--- src/rtl/gbp_ghr_ckpt.sv ---
// -----------------------------------------------------------------------------
// gbp_ghr_ckpt
// Speculative global history register with checkpoint recovery. Feeds the
// global branch predictor's pattern-table index. Every accepted conditional
// branch prediction shifts its predicted direction into the history and takes
// a checkpoint tag. A resolved misprediction rebuilds the history from that
// checkpoint's snapshot with the real outcome shifted in. Resolved branches
// retire in order from the head and build the committed history.
//
// Ports:
//   clk_i                 clock
//   rst_i                 synchronous active-high reset
//   flush_i               full frontend flush (history <- committed history)
//   spec_valid_i/taken_i  conditional branch predicted this cycle + direction
//   spec_ready_o          a checkpoint can be allocated this cycle
//   spec_tag_o            tag handed to the branch if accepted this cycle
//   ghr_o                 speculative history, registered, bit 0 = newest
//   resolve_valid_i/tag_i/mispredict_i/taken_i   branch resolution
//   commit_ghr_o          non-speculative history from retired branches
//
// Optional build macro GBP_GHR_PERF_EN adds saturating counters:
//   mispredict_cnt_o      accepted mispredicts on live tags
//   ckpt_full_cnt_o       cycles with spec_valid_i=1 while all checkpoints used
// -----------------------------------------------------------------------------
module gbp_ghr_ckpt #(
  parameter int  HIST_LEN = 16,
  parameter int  NR_CKPT  = 8,
  localparam int TAG_W    = $clog2(NR_CKPT)
) (
  input  logic                clk_i,
  input  logic                rst_i,
  input  logic                flush_i,
  input  logic                spec_valid_i,
  input  logic                spec_taken_i,
  output logic                spec_ready_o,
  output logic [TAG_W-1:0]    spec_tag_o,
  output logic [HIST_LEN-1:0] ghr_o,
  input  logic                resolve_valid_i,
  input  logic [TAG_W-1:0]    resolve_tag_i,
  input  logic                resolve_mispredict_i,
  input  logic                resolve_taken_i,
  output logic [HIST_LEN-1:0] commit_ghr_o
`ifdef GBP_GHR_PERF_EN
  ,
  output logic [31:0]         mispredict_cnt_o,
  output logic [31:0]         ckpt_full_cnt_o
`endif
);

  localparam logic [TAG_W:0]   FULL_CNT = (TAG_W + 1)'(NR_CKPT);
  localparam logic [TAG_W:0]   CNT_ONE  = (TAG_W + 1)'(1);
  localparam logic [TAG_W-1:0] TAG_ONE  = TAG_W'(1);

  // Architectural state
  logic [HIST_LEN-1:0] ghr_q, commit_ghr_q;
  logic [TAG_W-1:0]    head_q, tail_q;
  logic [TAG_W:0]      count_q;
  logic [NR_CKPT-1:0]  valid_q, resolved_q, outcome_q;
  logic [HIST_LEN-1:0] snap_q [NR_CKPT];

  // Next-state
  logic [HIST_LEN-1:0] ghr_d, commit_ghr_d;
  logic [TAG_W-1:0]    head_d, tail_d;
  logic [TAG_W:0]      count_d;
  logic [NR_CKPT-1:0]  valid_d, resolved_d, outcome_d;

  // Decoded events
  logic                mispredict_req, tag_live;
  logic                accept, do_mispredict, do_correct, do_retire;
  logic [TAG_W-1:0]    mp_next, mp_span, mp_offset, entry_offset;
  logic [TAG_W:0]      mp_count;

  assign mispredict_req = resolve_valid_i && resolve_mispredict_i;
  assign spec_ready_o   = (count_q != FULL_CNT) && !flush_i && !mispredict_req;
  assign spec_tag_o     = tail_q;
  assign ghr_o          = ghr_q;
  assign commit_ghr_o   = commit_ghr_q;

  assign accept        = spec_valid_i && spec_ready_o;
  assign tag_live      = valid_q[resolve_tag_i];
  assign do_mispredict = mispredict_req && tag_live && !flush_i;
  assign do_correct    = resolve_valid_i && !resolve_mispredict_i && tag_live && !flush_i;
  // Retire looks only at registered resolved state, so a resolve in cycle N
  // retires in N+1 at the earliest.
  assign do_retire     = (count_q != '0) && resolved_q[head_q] && !flush_i;

  // After a mispredict on tag t the live window is head..t. The span wraps to
  // zero only when t = head-1 with the buffer full, i.e. nothing is dropped.
  assign mp_next   = resolve_tag_i + TAG_ONE;
  assign mp_span   = mp_next - head_q;
  assign mp_offset = resolve_tag_i - head_q;
  assign mp_count  = (mp_span == '0) ? FULL_CNT : {1'b0, mp_span};

  // NOTE: every variable gets its default at the top of the block so no path
  // leaves one unassigned, which would otherwise infer a latch.
  always_comb begin
    valid_d      = valid_q;
    resolved_d   = resolved_q;
    outcome_d    = outcome_q;
    entry_offset = '0;

    if (do_correct || do_mispredict) begin
      resolved_d[resolve_tag_i] = 1'b1;
      outcome_d[resolve_tag_i]  = resolve_taken_i;
    end

    // Drop everything younger than the mispredicted branch: entries whose
    // age offset from head exceeds that of the resolving tag.
    if (do_mispredict) begin
      for (int i = 0; i < NR_CKPT; i++) begin
        entry_offset = TAG_W'(i) - head_q;
        if (entry_offset > mp_offset) begin
          valid_d[i]    = 1'b0;
          resolved_d[i] = 1'b0;
        end
      end
    end

    if (accept) begin
      valid_d[tail_q]    = 1'b1;
      resolved_d[tail_q] = 1'b0;
      outcome_d[tail_q]  = spec_taken_i;
    end

    if (do_retire) begin
      valid_d[head_q]    = 1'b0;
      resolved_d[head_q] = 1'b0;
    end

    if (flush_i) begin
      valid_d    = '0;
      resolved_d = '0;
    end
  end

  always_comb begin
    ghr_d        = ghr_q;
    commit_ghr_d = commit_ghr_q;
    head_d       = head_q;
    tail_d       = tail_q;
    count_d      = count_q;

    if (flush_i) begin
      ghr_d   = commit_ghr_q;
      head_d  = '0;
      tail_d  = '0;
      count_d = '0;
    end else begin
      if (do_mispredict) begin
        ghr_d   = {snap_q[resolve_tag_i][HIST_LEN-2:0], resolve_taken_i};
        tail_d  = mp_next;
        count_d = mp_count;
      end else if (accept) begin
        ghr_d   = {ghr_q[HIST_LEN-2:0], spec_taken_i};
        tail_d  = tail_q + TAG_ONE;
        count_d = count_q + CNT_ONE;
      end

      if (do_retire) begin
        commit_ghr_d = {commit_ghr_q[HIST_LEN-2:0], outcome_q[head_q]};
        head_d       = head_q + TAG_ONE;
        count_d      = count_d - CNT_ONE;
      end
    end
  end

  // NOTE: sequential state uses non-blocking assignments so every register
  // samples the pre-edge values regardless of statement order.
  always_ff @(posedge clk_i) begin
    if (rst_i) begin
      ghr_q        <= '0;
      commit_ghr_q <= '0;
      head_q       <= '0;
      tail_q       <= '0;
      count_q      <= '0;
      valid_q      <= '0;
      resolved_q   <= '0;
      outcome_q    <= '0;
    end else begin
      ghr_q        <= ghr_d;
      commit_ghr_q <= commit_ghr_d;
      head_q       <= head_d;
      tail_q       <= tail_d;
      count_q      <= count_d;
      valid_q      <= valid_d;
      resolved_q   <= resolved_d;
      outcome_q    <= outcome_d;
    end
  end

  // NOTE: the snapshot array has no reset; an entry is only read while its
  // valid bit is set, and valid is always written together with the snapshot.
  always_ff @(posedge clk_i) begin
    if (accept) begin
      snap_q[tail_q] <= ghr_q;
    end
  end

`ifdef GBP_GHR_PERF_EN
  logic [31:0] mispredict_cnt_q, ckpt_full_cnt_q;

  always_ff @(posedge clk_i) begin
    if (rst_i) begin
      mispredict_cnt_q <= '0;
      ckpt_full_cnt_q  <= '0;
    end else begin
      if (do_mispredict && (mispredict_cnt_q != '1)) begin
        mispredict_cnt_q <= mispredict_cnt_q + 32'd1;
      end
      if (spec_valid_i && (count_q == FULL_CNT) && (ckpt_full_cnt_q != '1)) begin
        ckpt_full_cnt_q <= ckpt_full_cnt_q + 32'd1;
      end
    end
  end

  assign mispredict_cnt_o = mispredict_cnt_q;
  assign ckpt_full_cnt_o  = ckpt_full_cnt_q;
`endif

endmodule

--- config.mk ---
export PLATFORM = sky130hd
export DESIGN_NAME = gbp_ghr_ckpt
export DESIGN_NICKNAME = d
export VERILOG_FILES = /design/src/rtl/gbp_ghr_ckpt.sv
export SDC_FILE = /design/constraint.sdc
export NUM_CORES = 1
export LEC_CHECK = 0
export ABC_AREA = 1
export CAP_MARGIN = 20
export CORE_MARGIN = 1
export CORE_UTILIZATION = 60
export DETAILED_ROUTE_END_ITERATION = 12
export PLACE_DENSITY = 0.8
export SYNTH_ARGS = -nofsm -noshare
export SYNTH_HDL_FRONTEND = slang
export SYNTH_SLANG_ARGS = --single-unit
--- constraint.sdc ---
create_clock -name clk_i -period 4.4 [get_ports clk_i]
set_clock_uncertainty 0.2 [all_clocks]
set_input_delay 0.44 -clock clk_i [delete_from_list [all_inputs] [get_ports clk_i]]
set_output_delay 0.44 -clock clk_i [all_outputs]
set_load 0.1 [all_outputs]
======== Yosys cells after proc, flatten, opt, wreduce, memory -nomap -nowiden ========
Memory sizes are Yosys's and may differ from the RTL's.
Cells that the tools add are included.
word-level totals
  bits in registers ....................... 66
  latch bits .............................. 0
  memory bits (writable) .................. 128
  memory bits (read-only) ................. 0
  input bits .............................. 11
  output and inout bits ................... 36
  word-level logic and storage cells ...... 122
  memories kept ........................... 1
operators by class
  add/subtract/negate cells ............... 15
  $mul .................................... 0
  div/mod/pow operators ................... 0
  order comparisons ....................... 14
  equality and inequality tests ........... 1
  shifts and indexed selects .............. 0
  muxes and demuxes ....................... 51
  bitwise gates (word level) .............. 8
  reductions and logical operators ........ 24
memories
  name    words  width  rd ports  clocked after memory_dff  write ports  RTL line  RTL
  snap_q  8      16     1         0                         1            59        logic [HIST_LEN-1:0] snap_q [NR_CKPT];
operators by type and width
  operator             count
  $mux 8               9
  $mux 16              3
  $and 8x8->8          3
  $gt 3x3->1           8
  $mux 1               24
  $mux 4               5
  $bwmux 8             2
  $not 8->8            2
  $or 8x8->8           2
  $logic_and 1x1->1    14
  $lt 3x4->1 const B   3
  $sub 3x3->3 const A  4
  $add 3x1->3 const B  3
  $bmux 1 s3           3
  $demux 1 s3          3
  $ge 3x1->1 const B   3
  $mux 3               2
  $sub 1x3->3 const A  2
  $sub 2x3->3 const A  2
  $sub 3x3->3          2
  $add 4x1->4 const B  1
  $ne 4x4->1 const B   1
  $reduce_bool 4->1    1
  $sub 4x1->4 const B  1
  8 further kinds      10

======== Longest topological paths before layout ========
Gate-level depths: netlist (run 1).
  depth after elaboration ................. 12
  gate-level depth with buffers ........... 16
  depth with buffers taken out ............ 14

======== Worst setup path before layout (run 1) ========
OpenSTA, ideal clock, no wires.
  path type ............................... input-to-reg
  start ................................... input port resolve_tag_i[0]
  end ..................................... register valid_q[6]
  library setup time ...................... 124 ps
  arrival ................................. 2,829 ps
  data required time ...................... 4,076 ps
  path slack .............................. 1,247 ps
  stages .................................. 16
  buffers on the path ..................... 2
  path through ............................ inv_2 -> buf_2 -> buf_1 -> ha_1 -> inv_1 -> fa_1 -> xnor2_1 -> nand2_1 -> nand2_1 -> inv_1 -> ha_1 -> inv_1 -> o21bai_1 -> nand3_1 -> a21oi_1 -> nor3_1
on the way
  cells in the longest elaborated chain, start to end .. 9
  elaborated cells between the ends (all ways) .. 12
  those cells by class .................... add/sub: 1; order compare: 1; mux: 6; bitwise: 2; reduce/logical: 2
RTL lines
  item                                                 RTL line  RTL
  start, declared                                      39        input logic [TAG_W-1:0] resolve_tag_i,
  branches (longest 4 deep; another with $sub 3x3->3)  --
  $mux 8 (*)                                           109       if (do_mispredict) begin
  $or 8x8->8 (no line)                                 --
  $mux 8 (*)                                           119       if (accept) begin
  $and 8x8->8 (no line)                                --
  $mux 8 (*)                                           125       if (do_retire) begin
  end signal, assigned                                 185       valid_q <= valid_d;
  end, declared                                        58        logic [NR_CKPT-1:0] valid_q, resolved_q, outcome_q;
Mark *: on every way between the ends. The select of a mux whose other input is x is not followed.
A chain may end at the register's enable or synchronous reset.

======== Worst setup path after layout (run 1) ========
  start ................................... register head_q[0]
  end ..................................... register valid_q[6]
on the way
  cells in the longest elaborated chain, start to end .. 8
  elaborated cells between the ends (all ways) .. 19
  those cells by class .................... add/sub: 2; order compare: 3; mux: 8; bitwise: 3; reduce/logical: 3
RTL lines
  item                                   RTL line  RTL
  start, declared                        56        logic [TAG_W-1:0] head_q, tail_q;
  start signal, assigned                 173       head_q <= '0;
  start signal, assigned                 182       head_q <= head_d;
  $sub 3x3->3, on equally long branches  111, 91
  $gt 3x3->1                             112       if (entry_offset > mp_offset) begin
  $mux 1                                 112
  $mux 8                                 109
  $or 8x8->8 (no line)                   --
  $mux 8                                 119
  $and 8x8->8 (no line)                  --
  $mux 8 (*)                             125
Every way passes the cells marked *; elsewhere a longest branch is shown, timed or not. The select of a mux whose other input is x is not followed.

==> results of run 1 <==
[final timing paths]
path | startpoint | endpoint | slack (ns) | depth (start not counted)
setup reg to reg | head_q[0] | valid_q[6] | 0.96 | 13
hold reg to reg | valid_q[1] | valid_q[1] | 0.27 | 2
setup / recovery | head_q[0] | valid_q[6] | 0.96 | 13
hold / removal | valid_q[1] | valid_q[1] | 0.27 | 2
[synth_stat cells, types with 2 or more instances]
master / count / area share
nor2_4: 4 / 0.0052
xor2_1: 7 / 0.0070
inv_1: 90 / 0.039
edfxtp_1: 120 / 0.41
inv_2: 4 / 0.0017
nor2_2: 3 / 0.0022
a21o_1: 2 / 0.0017
nand2_4: 2 / 0.0026
or2_2: 4 / 0.0029
nor2_1: 71 / 0.031
nand3_1: 44 / 0.025
buf_4: 5 / 0.0043
o21ai_0: 56 / 0.032
nor3_1: 13 / 0.0075
nand2_1: 273 / 0.12
inv_4: 2 / 0.0014
a211oi_1: 2 / 0.0017
ha_1: 23 / 0.033
clkinv_1: 3 / 0.0013
a21oi_1: 90 / 0.052
buf_2: 11 / 0.0063
buf_1: 5 / 0.0022
nand4_1: 5 / 0.0036
o21bai_1: 3 / 0.0026
clkbuf_1: 14 / 0.0060
nand2_2: 2 / 0.0014
buf_6: 2 / 0.0026
o21ai_1: 9 / 0.0052
dfxtp_1: 66 / 0.15
xnor2_1: 5 / 0.0050
o211ai_1: 10 / 0.0086
o22ai_1: 2 / 0.0014
fa_1: 2 / 0.0046
a31oi_1: 12 / 0.0086
[flip-flops by register name, indices dropped and copies added, names as in the netlist]
name	cells
head_q	3
count_q	4
valid_q	8
outcome_q	8
ghr_o	16
snap_q	120
commit_ghr_o	16
resolved_q	8
spec_tag_o	3
[kinds of logic after synthesis]
kind of cell	count (synthesis)	share of synthesized area
compound gates	193	0.120
xor+xnor	12	0.0121
fa+ha+maj	25	0.0376
buf+inv	136	0.0646
flops	186	0.565
simple gates	422	0.201
[cell type report]
class,count,area share
flip-flops and latches,186,0.498
well taps,180,0.0228
repair buffers,55,0.0526
clock inverters,15,0.0188
clock buffers,17,0.0430
multi-input cells,652,0.327
inverters,99,0.0381
[routing by layer]
metal | vias to the layer above | wire (microns) | track usage
li1 | 3316 | - | -
met5 | - | 0 | 0
met4 | 0 | 485 | 0.123
met3 | 45 | 2340 | 0.0702
met2 | 434 | 10000 | 0.470
met1 | 3338 | 9620 | 0.465
[metrics by stage]
step           std cells  cell area, sq um
6_report            1204              9890
5_1_grt             1204              9890
4_1_cts             1204              9890
3_5_place_dp        1172              9280
3_3_place_gp        1172              9280
2_1_floorplan        974              8720
[power groups by stage]
stage | registers (mW) | clock network (mW) | logic (mW)
final | 1.87 | 1.60 | 0.235
after global routing | 1.87 | 1.67 | 0.256
after CTS | 1.87 | 1.59 | 0.231
after detailed placement | 1.91 | 0 | 0.230
after global placement | 1.91 | 0 | 0.226
after floorplan | 1.93 | 0 | 0.139
[worst min-delay path, cell delays in order (launching register included)]
cell     delay [ns]
dfxtp_1        0.32
nand2_1        0.06
a21oi_1        0.05
==> metrics.md, run 1 <==
| Metric | Value |
|---|---|
| Detailed-route via count | `7133` |
| Clock sinks | `186` |
| Clk_lat worst skew | `0.43 ns` |
| H-tree depth | `4` |
| Slowest-stage cell, CP | `dfxtp_1` |
| Core Util, Final | `0.704` |
| Worst-path cell chain | `ha_1, inv_1, fa_1, xor2_1, nand2_1, nand2_1, inv_1, ha_1, inv_1, o21bai_1, nand3_1, a21oi_1, nor3_1` |
| Number of routed nets with antenna violations | `0` |
| Final setup fails | `0` |
| Commonest non-fill, non-tap cell in the layout | `nand2_1` |
| Synthesized netlist cell count | `974` |
| Area grow syn2layout | `13.4%` |
| Tmin final | `3.44 ns` |
| CP bufs+invs | `3` |
| GRT overflow | `0` |
| First-pass DRT Iterations | `6` |
| Starting Density | `0.621` |
| Synth Net Count | `1010` |
| # nets final | `1047` |
| Type of the worst setup path | `register to register` |
| Flop pwr share | `0.504` |
| Final worst path period share | `0.781` |
| Global placer's final weighted congestion | `0.902` |
| Core area | `0.0140 sq mm` |
| Power share of the combinational group | `0.064` |
| Switching share of power | `0.236` |
| CP Launch Type | `register` |
| Via density | `5.92` |
| Power per cell area | `374 mW/mm^2` |
| Final Hold Viols | `0` |
| Total CTS buffers | `17` |
| WL final | `22500 microns` |
| Hold-fix buffers, CTS | `0` |
| Gr usage total | `0.320` |
| Port buffer count | `46` |
| Predominant post-synthesis flop cell | `edfxtp_1` |
| Crit path top cell by count | `inv_1` |
| Max-cap check violation count | `0` |
| DR DRC count | `0` |
| CP max FO | `20` |
| Net Switching | `0.874 mW` |
| Initial antenna violation count | `0` |
| Unrepaired setup endpoints after global routing | `no` |
| Worst hold path type | `register to register` |
| Drt wl/cell | `18.7 microns` |
| Ports | `47` |
| Worst Path Required | `4.51 ns` |
| Largest net degree at the start of global routing | `52` |
| CTS tree | `built` |
| ANT cells | `0` |
| # rows | `43` |
| Synth Area per Inst | `8.95 sq um` |
| Worst Max-Slew Pin Slew | `1.01 ns` |
| Synthesized flop and latch total | `186` |
| Number of fillers in the final layout | `1030` |
| Hold WS | `0.270 ns` |
| Post-synth EDFFs | `120` |
| Die area | `0.0150 sq mm` |
| Internal power | `2.83 mW` |
| Layout cells sized above 1 | `0.0635` |
| Maximum buffer depth of the clock tree | `2` |
| Register Area | `0.00492 sq mm` |
| Worst slew margin | `0.328` |
| Vias in the first global route | `6431` |
| Post-CTS sizing | `0` |
| Root buf cell | `clkbuf_16` |
| YS warnings | `0` |
| Mapped cell area | `0.00872 sq mm` |
| Multi-input gate area | `0.00323 sq mm` |
| Worst path arrival time | `3.55 ns` |
| Fmax | `0.291 GHz` |
| HPWL Detailed | `14400 microns` |
| Starting DRT DRC Count | `1016` |
| Die span in y | `123 microns` |
| Max VDD drop | `0.000287 V` |
| Largest stage delay, worst path | `0.85 ns` |
| Tot Pwr | `3.70 mW` |
| Setup Buffers After CTS | `0` |
| Unique masters post-synth | `42` |
| Slew Viols, Final | `0` |
| Worst path top cell family by delay | `adder cells` |
| Kind of end point of the critical path | `register` |
| LEAKAGE | `3.79 nW` |
| Power share of the clock group | `0.432` |
| Final setup TNS | `0 ns` |
| Status | `finished, final reports clean` |
| Post-Place Setup Slack | `0.924 ns` |
| First-pass GRT wire length | `35500 microns` |
| Fin worst setup slack | `0.963 ns` |
| Die span in x | `123 microns` |
| Clock Pin Slew Worst Setup and Hold Paths | `0.07 ns` |
| Most frequent cells in the layout | `nand2_1, edfxtp_1, inv_1, a21oi_1, nor2_1` |
| Async set-reset flop share out of synthesis | `0` |
| Seq/Total Area, Yosys | `0.565` |
(Power assumes the default switching activity.)
==> run 2: changes to the inputs <==
Settings changed: CORE_UTILIZATION 60 to 54, PLACE_DENSITY 0.8 to 0.76.
Clock period 4.4 ns to 2.8 ns, I/O delays scaled along.
==> metrics.md, run 2 (synthesis results as in run 1) <==
| Metric | Value |
|---|---|
| Hold-fix buffers, CTS | `0 (unchanged)` |
| Hold Path Depth | `5 (+3)` |
| Worst R2R Path Depth | `13 (unchanged)` |
| CP Launch Type | `register` |
| Drt wl/cell | `17.7 microns (-5.0%)` |
| Worst Path Required | `2.91 ns (-1.60 ns)` |
| Commonest non-fill, non-tap cell in the layout | `nand2_1` |
| Fin worst setup slack | `0.207 ns (-0.756 ns)` |
| Most frequent cells in the layout | `nand2_1, edfxtp_1, inv_1, a21oi_1, buf_4` |
| CP max FO | `5 (-75%)` |
| Detailed-route via count | `7168 (+0.49%)` |
| Starting DRT DRC Count | `721 (-29%)` |
| Port buffer count | `46 (unchanged)` |
| Starting Density | `0.551 (-0.0700)` |
| Post-CTS sizing | `0 (unchanged)` |
| Maximum buffer depth of the clock tree | `2 (unchanged)` |
| Final worst path period share | `0.926 (+0.145)` |
| # nets final | `1085 (+3.6%)` |
| ANT cells | `0 (unchanged)` |
| Core area | `0.0158 sq mm (+13%)` |
| Setup Buffers After CTS | `0 (unchanged)` |
| Total CTS buffers | `17 (unchanged)` |
| Max VDD drop | `0.000408 V (+42%)` |
| Gr usage total | `0.285 (-0.0352)` |
| Power share of the combinational group | `0.069 (+0.005)` |
| Tmin final | `2.59 ns (-0.844 ns)` |
| Global placer's final weighted congestion | `0.870 (-3.5%)` |
| RR Endpoint | `valid_q[6]` |
| Worst R2R Setup Slack | `0.21 ns (-0.76 ns)` |
| Die area | `0.0167 sq mm (+11%)` |
| Net Switching | `1.35 mW (+54%)` |
| Post-Place Setup Slack | `-0.0723 ns (-0.996 ns)` |
| Met2 WL | `10700 microns (+6.7%)` |
| Max-cap check violation count | `0 (unchanged)` |
| Hold Crit Endpoint | `outcome_q[4]` |
| Slew Viols, Final | `0 (unchanged)` |
| Hold WS | `0.141 ns (-0.129 ns)` |
| Die span in y | `129 microns (+5.3%)` |
| Hold_sp | `resolve_tag_i[0]` |
| Number of routed nets with antenna violations | `0 (unchanged)` |
| Vias in the first global route | `6673 (+3.8%)` |
| Reg2reg start | `head_q[0]` |
| WL final | `22700 microns (+0.87%)` |
| Worst hold path type | `primary input to register` |
| H-tree depth | `4 (unchanged)` |
| Type of the worst setup path | `register to register` |
| Root buf cell | `clkbuf_16` |
| Met3 wire len | `1790 microns (-24%)` |
| Final Hold Viols | `0 (unchanged)` |
| Fmax | `0.386 GHz (+33%)` |
| First-pass DRT Iterations | `5 (-1)` |
| Max reg flops | `120 (unchanged)` |
| Initial antenna violation count | `0 (unchanged)` |
| Via density | `5.61 (-5.3%)` |
| Internal power | `4.36 mW (+54%)` |
| LEAKAGE | `4.06 nW (+7.0%)` |
| Switching share of power | `0.236 (about the same)` |
| Worst Max-Slew Pin Slew | `0.568 ns (-0.437 ns)` |
| Clock Pin Slew Worst Setup and Hold Paths | `0.07 ns (about the same)` |
| Largest net degree at the start of global routing | `46 (-12%)` |
| DR DRC count | `0 (unchanged)` |
| Area grow syn2layout | `16.6%` |
| HPWL Detailed | `15200 microns (+4.9%)` |
| Clk_lat worst skew | `0.44 ns (about the same)` |
| Die span in x | `129 microns (+5.3%)` |
| Final setup TNS | `0 ns (unchanged)` |
| Status | `finished, final reports clean` |
| Layout cells sized above 1 | `0.130 (+0.0665)` |
| Number of fillers in the final layout | `1279 (+24%)` |
| Power share of the clock group | `0.417 (-0.015)` |
| CTS tree | `built` |
| Unrepaired setup endpoints after global routing | `no` |
| Clock sinks | `186 (unchanged)` |
| GRT overflow | `0 (unchanged)` |
| M1 WL | `9730 microns (+1.1%)` |
| Final setup fails | `0 (unchanged)` |
| Kind of end point of the critical path | `register` |
| Top routing layer used | `met4` |
| Ports | `47 (unchanged)` |
| Flop pwr share | `0.514 (+0.010)` |
| # rows | `46 (+7.0%)` |
| Top reg by flops | `snap_q` |
| First-pass GRT wire length | `35300 microns (-0.53%)` |
| Worst path arrival time | `2.70 ns (-0.85 ns)` |
| Worst slew margin | `0.619 (+0.291)` |
| Power per cell area | `561 mW/mm^2 (+50%)` |
## run 2: cell types whose count changed in the layout (fill, tap and decap cells not counted), moves of 3 or more
cell | before | now
clkinv_2 | 3 | 0
buf_12 | 0 | 4
clkbuf_1 | 0 | 3
clkdlybuf4s50_1 | 44 | 9
buf_4 | 10 | 79
## run 2: stage by stage
stage                     utilization  area [sq um]  total power [mW]  cells
after global routing            0.643         10200              5.87   1278
after global placement          0.605          9570              3.37   1246
final                           0.643         10200              5.71   1278
after detailed placement        0.605          9570              3.38   1246
after CTS                       0.642         10200              5.71   1278
after floorplan                     -          8730              3.25    974
## run 2: per-layer routing
| layer | GRT usage | vias to the layer above |
|---|---|---|
| met5 | 0 | - |
| met2 | 0.462 | 312 |
| met4 | 0.104 | 0 |
| li1 | - | 3412 |
| met1 | 0.385 | 3398 |
| met3 | 0.0520 | 46 |
## run 2: layout make-up
type	count	area (sq um)	area share
sequential	186	4920	0.484
clock buffer	22	475	0.0467
inverter	99	377	0.0370
timing repair buffer	93	768	0.0755
clock inverter	10	106	0.0105
multi-input combinational	652	3250	0.319
tap	216	270	0.0266
## run 2: how the worst max path moves through the flow
stage / end / cells past startpoint / from
2_1_floorplan: valid_q[6] / 16 / resolve_tag_i[0]
3_3_place_gp: valid_q[6] / 12 / resolve_tag_i[1]
3_5_place_dp: valid_q[6] / 12 / resolve_tag_i[1]
4_1_cts: valid_q[6] / 13 / head_q[0]
5_1_grt: valid_q[6] / 13 / head_q[0]
6_report: valid_q[6] / 13 / head_q[0]
## run 2: critical path, cell delays in order, from the launching register on
cell and delay, ns:
dfxtp_1 0.34, ha_1 0.17, inv_1 0.07, fa_2 0.39
xnor2_2 0.18, nand2_1 0.08, nand2_1 0.10, inv_1 0.10
ha_1 0.33, inv_1 0.06, o21bai_1 0.13, nand3_1 0.11
a21oi_1 0.15, nor3_1 0.06
## run 2: power by group through the flow
stage                     logic [mW]  registers [mW]  clock network (mW)
final                          0.392            2.93                2.38
after global routing           0.426            2.93                2.51
after CTS                      0.387            2.93                2.39
after detailed placement       0.386            2.99                   0
after global placement         0.379            2.99                   0
after floorplan                0.220            3.03                   0
==> run 3: changes to the inputs <==
Settings changed: CTS_CLUSTER_DIAMETER set to 40.
==> results of run 3 <==
The final DEF is identical to that of run 2; final timing and power are the same.
